===== src/rtl/spi_master_multi_pkg.sv =====
// Shared types for the SPI master slice.
//   spi_state_e : frame sequencer states
//   spi_mode_t  : per-frame mode bits captured at accept
//   spi_edge_w  : width of the SCK toggle counter for a given frame width
package spi_pkg;

   typedef enum logic [1:0] {
      IDLE  = 2'd0,
      SETUP = 2'd1,
      XFER  = 2'd2,
      HOLD  = 2'd3
   } spi_state_e;

   typedef struct packed {
      logic cpol;
      logic cpha;
      logic lsb_first;
   } spi_mode_t;

   // Counter must hold 0..2*DATA_W toggles.
   function automatic int spi_edge_w(input int data_w);
      return $clog2(2 * data_w + 1);
   endfunction

   localparam int SPI_EDGE_W_DEF = $clog2(2 * 8 + 1);

endpackage


===== src/rtl/spi_master_multi_edge_gen.sv =====
// SCK timing generator: divides CLK by the latched half period and counts toggles.
//   clk, rst : system clock, synchronous active-high reset
//   en       : divider runs (any non-idle state); held at zero otherwise
//   act      : toggles are being produced (SETUP/XFER)
//   start    : frame accepted; restarts the toggle count
//   h        : half period in CLK cycles (never 0)
//   tick     : last cycle of the current half period
//   lead     : tick that registers a leading (odd) toggle
//   trail    : tick that registers a trailing (even) toggle
//   last     : tick that registers the final toggle of the frame
module spi_edge_gen #(
   parameter int DATA_W = 8,
   parameter int DIV_W  = 8,
   parameter int EW     = 5
) (
   input  logic             clk,
   input  logic             rst,
   input  logic             en,
   input  logic             act,
   input  logic             start,
   input  logic [DIV_W-1:0] h,
   output logic             tick,
   output logic             lead,
   output logic             trail,
   output logic             last
);

   localparam logic [EW-1:0] LAST_E = EW'(2 * DATA_W - 1);

   logic [DIV_W-1:0] div_cnt;
   logic [EW-1:0]    edge_cnt;   // toggles already issued in this frame

   assign tick  = en && (div_cnt == h - DIV_W'(1));
   assign lead  = tick && act && !edge_cnt[0];
   assign trail = tick && act &&  edge_cnt[0];
   assign last  = trail && (edge_cnt == LAST_E);

   always_ff @(posedge clk) begin
      if (rst || !en || tick)
         div_cnt <= '0;
      else
         div_cnt <= div_cnt + DIV_W'(1);

      // start wins over the final toggle so a burst frame restarts at zero
      if (rst || start)
         edge_cnt <= '0;
      else if (tick && act)
         edge_cnt <= edge_cnt + EW'(1);
   end

endmodule


===== src/rtl/spi_master_multi.sv =====
// SPI master with runtime mode/divider, one-hot active-low selects and burst support.
//   CLK, RST         : system clock, synchronous active-high reset
//   CPOL/CPHA/LSB_FIRST, DIV, CS_SEL : frame settings, captured at accept
//   TX_VALID/TX_READY/TX_DATA        : frame handshake and payload
//   MISO / SCK, MOSI, CS_N           : serial interface
//   RX_DATA, RX_VALID                : received word and its one-cycle strobe
//   BUSY                             : any state other than IDLE
module spi_master_multi
   import spi_pkg::*;
#(
   parameter int DATA_W = 8,
   parameter int NUM_CS = 4,
   parameter int DIV_W  = 8
) (
   input  logic                      CLK,
   input  logic                      RST,
   input  logic                      CPOL,
   input  logic                      CPHA,
   input  logic                      LSB_FIRST,
   input  logic [DIV_W-1:0]          DIV,
   input  logic [$clog2(NUM_CS)-1:0] CS_SEL,
   input  logic                      TX_VALID,
   output logic                      TX_READY,
   input  logic [DATA_W-1:0]         TX_DATA,
   input  logic                      MISO,
   output logic                      SCK,
   output logic                      MOSI,
   output logic [NUM_CS-1:0]         CS_N,
   output logic [DATA_W-1:0]         RX_DATA,
   output logic                      RX_VALID,
   output logic                      BUSY
);

   localparam int EW  = spi_edge_w(DATA_W);
   localparam int CSW = $clog2(NUM_CS);

   spi_state_e          state;
   spi_mode_t           mode;
   logic [DIV_W-1:0]    h;
   logic [CSW-1:0]      cs_lat;
   logic [DATA_W-1:0]   tx_sh, rx_sh, rx_nxt;
   logic                samp_p, samp_lsb, fin_p;
   logic                tick, lead, trail, last;
   logic                act, acc, shift_ev, samp_ev;

   function automatic logic first_bit(input logic [DATA_W-1:0] x, input logic lsb);
      return lsb ? x[0] : x[DATA_W-1];
   endfunction

   function automatic logic [DATA_W-1:0] drop_bit(input logic [DATA_W-1:0] x, input logic lsb);
      return lsb ? (x >> 1) : (x << 1);
   endfunction

   assign act = (state == SETUP) || (state == XFER);

   spi_edge_gen #(.DATA_W(DATA_W), .DIV_W(DIV_W), .EW(EW)) u_edge (
      .clk   (CLK),
      .rst   (RST),
      .en    (state != IDLE),
      .act   (act),
      .start (acc),
      .h     (h),
      .tick  (tick),
      .lead  (lead),
      .trail (trail),
      .last  (last)
   );

   // Burst window: the cycle that registers the final toggle, same slave only.
   assign TX_READY = !RST && ((state == IDLE) || (state == XFER && last && CS_SEL == cs_lat));
   assign acc      = TX_VALID && TX_READY;
   assign BUSY     = (state != IDLE);

   assign shift_ev = mode.cpha ? lead : (trail && !last);
   assign samp_ev  = mode.cpha ? trail : lead;

   // MISO is taken in the cycle SCK shows the sampling edge; the bit order is
   // remembered with the strobe because a burst accept may re-latch LSB_FIRST.
   assign rx_nxt = samp_lsb ? {MISO, rx_sh[DATA_W-1:1]} : {rx_sh[DATA_W-2:0], MISO};

   always_comb begin
      CS_N = '1;
      if (state != IDLE) CS_N[cs_lat] = 1'b0;
   end

   always_ff @(posedge CLK) begin
      if (RST) begin
         state    <= IDLE;
         mode     <= '0;
         h        <= DIV_W'(1);
         cs_lat   <= '0;
         tx_sh    <= '0;
         rx_sh    <= '0;
         SCK      <= 1'b0;
         MOSI     <= 1'b0;
         RX_DATA  <= '0;
         RX_VALID <= 1'b0;
         samp_p   <= 1'b0;
         samp_lsb <= 1'b0;
         fin_p    <= 1'b0;
      end else begin
         samp_p   <= samp_ev;
         samp_lsb <= mode.lsb_first;
         fin_p    <= last;
         RX_VALID <= fin_p;

         if (samp_p) rx_sh <= rx_nxt;
         if (fin_p)  RX_DATA <= samp_p ? rx_nxt : rx_sh;

         if (lead || trail) SCK <= ~SCK;

         if (shift_ev) begin
            MOSI  <= first_bit(tx_sh, mode.lsb_first);
            tx_sh <= drop_bit(tx_sh, mode.lsb_first);
         end

         case (state)
            SETUP:   if (tick) state <= XFER;
            XFER:    if (last) state <= HOLD;
            HOLD:    if (tick) begin
                        state <= IDLE;
                        MOSI  <= 1'b0;
                     end
            default: ;
         endcase

         if (acc) begin
            state  <= (state == IDLE) ? SETUP : XFER;
            mode   <= '{cpol: CPOL, cpha: CPHA, lsb_first: LSB_FIRST};
            h      <= (DIV == '0) ? DIV_W'(1) : DIV;
            cs_lat <= CS_SEL;
            SCK    <= CPOL;
            // CPHA=0 presents the first bit before the first edge
            if (!CPHA) begin
               MOSI  <= first_bit(TX_DATA, LSB_FIRST);
               tx_sh <= drop_bit(TX_DATA, LSB_FIRST);
            end else begin
               tx_sh <= TX_DATA;
            end
         end
      end
   end

endmodule


===== config.mk =====
export PLATFORM = sky130hd
export DESIGN_NAME = spi_master_multi
export DESIGN_NICKNAME = d
export VERILOG_FILES = /design/src/rtl/spi_master_multi_pkg.sv /design/src/rtl/spi_master_multi_edge_gen.sv /design/src/rtl/spi_master_multi.sv
export SDC_FILE = /design/constraint.sdc
export NUM_CORES = 1
export LEC_CHECK = 0
export BUFFER_PORTS_ARGS = -buffer_cell sky130_fd_sc_hd__buf_4
export CORE_MARGIN = 2
export CORE_UTILIZATION = 57
export CTS_BUF_LIST = sky130_fd_sc_hd__clkbuf_16
export CTS_CLUSTER_DIAMETER = 50
export DETAILED_ROUTE_END_ITERATION = 6
export MAX_ROUTING_LAYER = met4
export PLACE_DENSITY = 0.79
export SLEW_MARGIN = 20
export SYNTH_ARGS = -nofsm -noshare
export SYNTH_HDL_FRONTEND = slang
export SYNTH_SLANG_ARGS = --single-unit
export TNS_END_PERCENT = 5

===== constraint.sdc =====
create_clock -name CLK -period 3 [get_ports CLK]
set_input_delay 0.3 -clock CLK [delete_from_list [all_inputs] [get_ports CLK]]
set_output_delay 0.3 -clock CLK [all_outputs]
set_load 0.1 [all_outputs]

* Yosys cells after proc, flatten, opt, wreduce, memory -nomap -nowiden
Index checks and enable logic that the tools add are counted.
Storage, ports and cells: flip-flop bits (word level) 57, input port bits 25, output and inout port bits 17, word-level logic and storage cells 88
Operators by class: add/subtract/negate cells 3, order comparisons 2, equality and inequality tests 9, muxes and demuxes 28, bitwise gates (word level) 2, reductions and logical operators 28
Operator list (count):
- $mux 8 | 8
- $mux 1 | 12
- $logic_and 1x1->1 | 11
- $mux 2 | 5
- $add 8x1->8 const B | 1
- $eq 8x8->1 | 1
- $logic_not 8->1 | 1
- $sub 8x1->8 const B | 1
- $logic_or 1x1->1 | 6
- $ne 3x1->1 const B | 2
- $pmux 2 s3 | 1
- $reduce_bool 2->1 | 3
- $add 5x1->5 const B | 1
- $eq 5x4->1 const B | 1
- $eq 2x2->1 const B | 2
- $logic_not 1->1 | 4
- $mux 4 | 1
- $not 4->4 | 1
- $reduce_and 4->1 | 1
- $reduce_bool 4->1 | 1
- $lt 2x3->1 const B | 1
- $ne 3x2->1 const B | 1
- $demux 1 s2 | 1
- $eq 2x1->1 const B | 1
- 4 further kinds | 4

* Depth between registers and ports, before layout
word-level depth 14, mapped depth 11, gate-level depth less buffers 9

* Cells and area by module
A second synthesis with hierarchy kept.
Unflattened totals: cell total of the unflattened synthesis 369, area, all modules 3124.2 sq um
Modules (own cells, without submodules):
- spi_master_multi | times used 1, cells each 262, area each 2252.2 sq um, seq. area each 880.8 sq um
- spi_edge_gen | times used 1, cells each 107, area each 872.1 sq um, seq. area each 260.2 sq um

* Least setup slack after synthesis
No wires, ideal clock.
path type reg2out, start reg h[0], end out TX_READY, data arrival time 3.198 ns, required time 2.700 ns, setup slack -0.498 ns, cell stages (with the launch flop) 10, path buffers 1, cells stage by stage dfxtp_1 -> clkbuf_1 -> inv_1 -> ha_1 -> o21bai_1 -> a211oi_1 -> o21bai_1 -> a2111oi_4 -> a21oi_1 -> nor2_1
Between the ends: longest elaborated chain between the ends 10
RTL lines:
- start: declaration | RTL line spi_master_multi.sv:39 | logic [DIV_W-1:0] h;
- start signal: assignment | RTL line spi_master_multi.sv:130 | h <= (DIV == '0) ? DIV_W'(1) : DIV;
- $sub 8x1->8 | RTL line spi_master_multi_edge_gen.sv:33 | assign tick = en && (div_cnt == h - DIV_W'(1));
- $eq 8x8->1 | RTL line spi_master_multi_edge_gen.sv:33
- $logic_and 1x1->1 | RTL line spi_master_multi_edge_gen.sv:33
- $logic_and 1x1->1 (2 in series) | RTL line spi_master_multi_edge_gen.sv:35 | assign trail = tick && act && edge_cnt[0];
- $logic_and 1x1->1 | RTL line spi_master_multi_edge_gen.sv:36 | assign last = trail && (edge_cnt == LAST_E);
- $logic_and 1x1->1 (2 in series) | RTL line spi_master_multi.sv:70 | assign TX_READY = !RST && ((state == IDLE) || (state == XFER && last && CS_SEL == cs_lat));
- $logic_or 1x1->1 | RTL line spi_master_multi.sv:70
- $logic_and 1x1->1 | RTL line spi_master_multi.sv:70
- end: declaration | RTL line spi_master_multi.sv:23 | output logic TX_READY,
No other way between the ends.

* Worst setup path in the final report
start reg h[1], end out TX_READY
The elaborated chain is that of the path after synthesis.

==> impl_metrics.yaml <==
grt:
  antenna_found_initial: 0
  first_global_vias: 2440
  grt_start_max_net_pins: 49
  grt_usage_pct: 23.7
  grt-ovfl-total: 0
  grt_pass1_wl_um: 11200
cts:
  cts_tree: "done"
  htree_levels: 3
  clock-sinks: 57
  clk_pin_slew_ps: 50
  root_buffer: "clkbuf_16"
  insertion_delay_ps: 320
  cts_max_path_buffers: 2
  numCtsBuffers: 9
drt:
  vias_per_cell: 5.55
  route.detailed.wl_per_inst_um: 14.3
  ant_nets: 0
  drt_iter0_drc: 126
  route.detailed.drc: 0
  firstDrtPassIters: 4
  drt_wl_total_um: 6650
  num_vias: 2581
cells_and_area:
  ff_latch_area_mm2: 0.00115
  multi_input_area_mm2: 0.00183
  fin_cells: 465
  final_layout_size_suffix_gt1_share_pct: 21.5
  layout_common_cells: "dfxtp_1 (55), nor2_1 (50), buf_4 (49)"
  fillers: 430
  final_common_cell: "dfxtp_1"
  nNetsFinal: 425
  syn_to_final_growth_pct: 23.0
  n_antenna_cell: 0
placement:
  gp_congestion: 0.928
  dp_hpwl_um: 4580
  dp_slack_ps: 238
  placed_cells_incl_taps: 445
  numPortBuffers: 41
logic_synthesis:
  syn_inst: 351
  synth-edff-count: 0
  yosysWarnings: 0
  async_flop_share_pct: 0
  syn_area_mm2: 0.00306
  yosys_most_used_dff: "dfxtp_1"
  ys_ff_latch: 57
  synth_cell_types: 47
  synth_area_per_cell_um2: 8.72
  syn-num-nets: 385
  ys_seq_area_share_pct: 37.3
timing:
  tightest_slew_ps: 516
  setup_ws_ps: 134
  timing.final.crit_share_pct: 95.5
  relSlewSlack_pct: 65.6
  finalSetupTns_ps: 0
  hold_ws_ps: 221
  skew_ps: 5.51
  max_freq_mhz: 349
  period_minus_slack_ps: 2870
  slew_violations: 0
  final_hold_viol_count: 0
  finalSetupViolations: 0
critical_path:
  setup.worst_path.start: "h[1]$_SDFFE_PP0N_"
  crit_arrival_ps: 2570
  reg2reg_from: "h[1]$_SDFFE_PP0N_"
  worstPathMaxFanout: 7
  cp.required_ps: 2700
  endpoint_kind: "output port"
  path_class: "register to output port"
  cp-start-kind: "register"
die:
  ios: 42
  coreArea_mm2: 0.00514
  start_util_pct: 59.5
  die_x_um: 77.3
  die_y_um: 77.3
  num_rows: 26
  dieArea_mm2: 0.00597
power_and_ir_drop:
  cellPowerDensity_mw_per_mm2: 564
  p_int_w: 0.00155
  combPwrFrac_pct: 15.4
  vdd.ir_drop.worst_v: 0.000507
  p_sw_share_pct: 27.1
  p_switching_w: 0.000575
  clkPwrFrac_pct: 45.6
  p_seq_share_pct: 39.0
  p_leak_nw: 1.54
min_path:
  hold_class: "primary input to register"
  hp-start: "DIV[7]"
job:
  cap_viol_max_count: 0
status:
  outcome: "finished, final reports clean"
-- worst max-delay path: stages, from the launching register on --
cell       delay [ps]
dfxtp_2           400
inv_1              70
ha_1              250
o21bai_1          190
a211oi_2          240
o21bai_2          120
a2111oi_4         380
buf_4             180
a21oi_1           100
nor2_4            130
buf_12            180
-- final timing paths --
path	end	slack, ps	depth (start not counted)
worst max-delay path	TX_READY	130	10
worst min-delay path	h[7]$_SDFFE_PP0N_	220	3
worst max register to register	tx_sh[0]$_SDFFE_PP0P_	210	11
worst min register to register	u_edge.edge_cnt[4]$_SDFFE_PP0N_	450	2
-- cell families after synthesis --
| group | after synthesis | share of synthesized area, % |
|---|---|---|
| AND/OR/NAND/NOR | 136 | 22.2 |
| flip-flops | 57 | 37.3 |
| AO/OA/AOI/OAI | 54 | 11.7 |
| multiplexers | 48 | 16.0 |
| buffers and inverters | 29 | 3.93 |
| XOR/XNOR | 18 | 5.15 |
| adder cells (fa/ha/maj) | 9 | 3.68 |
-- flip-flops by register name, indices dropped and copies added, names as in the netlist --
name / count
samp_lsb: 1
state: 2
fin_p: 1
h: 8
u_edge.edge_cnt: 5
MOSI: 1
tx_sh: 8
u_edge.div_cnt: 8
rx_sh: 8
RX_DATA: 8
samp_p: 1
RX_VALID: 1
cs_lat: 2
SCK: 1
mode: 2
-- what timing repair did --
action | 4_1_cts | 5_1_grt
setup buffers | 0 | 5
resized for setup | 3 | 7
setup endpoints to repair | 1 | 1
hold buffers | 0 | 0
pin swaps | 0 | 2
-- stage by stage --
step	cell area (µm²)	total power, W	util, %
global placement	3400	0.00114	66.2
finish	3760	0.00212	73.2
global route	3760	0.00220	73.2
floorplan	3070	0.00107	-
detailed placement	3400	0.00115	66.2
CTS	3690	0.00213	71.9
-- metal layers --
metal / share of wire (%) / vias up / GRT usage [%]
met5: 0 / - / -
met2: 50 / 40 / 39.8
met3: 3.1 / 8 / 7.53
li1: - / 1303 / -
met1: 46 / 1230 / 28.1
met4: 1.0 / 0 / 4.64
-- area by class of cell --
class | instances | area share [%]
multi-input cells | 265 | 48.5
flip-flops and latches | 57 | 30.5
repair buffers | 50 | 10.3
clock buffers | 9 | 5.98
well taps | 70 | 2.33
clock inverters | 6 | 1.60
inverters | 8 | 0.798
-- cell usage after synthesis, types with 2 or more instances --
master	n	area, µm²
clkbuf_1	16	60.1
and2_1	3	18.8
mux2i_1	41	410
a211oi_1	2	15.0
or3_1	10	62.6
or2_2	2	12.5
nand3_1	13	65.1
a211o_1	2	17.5
nor2b_1	14	87.6
buf_2	3	15.0
o21bai_1	2	15.0
xor2_1	9	78.8
inv_1	8	30.0
a21oi_1	21	105
o21ai_1	5	25.0
nand2_1	17	63.8
nor4_1	2	12.5
and3_1	4	25.0
nand2b_1	4	25.0
dfxtp_1	57	1140
ha_1	9	113
xnor2_1	9	78.8
nor4b_1	2	17.5
o22ai_1	2	12.5
mux2_2	7	78.8
a31oi_1	3	18.8
o21ai_0	4	20.0
nand3b_1	2	15.0
a311oi_1	3	26.3
nor2_1	51	191
nor3_1	8	40.0
-- power by group through the flow --
stage	Combinational (W)	Clock [W]	Sequential, W
6_report	0.000326	0.000969	0.000828
2_1_floorplan	0.000222	0	0.000847
3_3_place_gp	0.000305	0	0.000840
4_1_cts	0.000314	0.000984	0.000828
3_5_place_dp	0.000310	0	0.000842
5_1_grt	0.000353	0.00102	0.000832
Note: power is estimated with default switching activity, not from simulation.
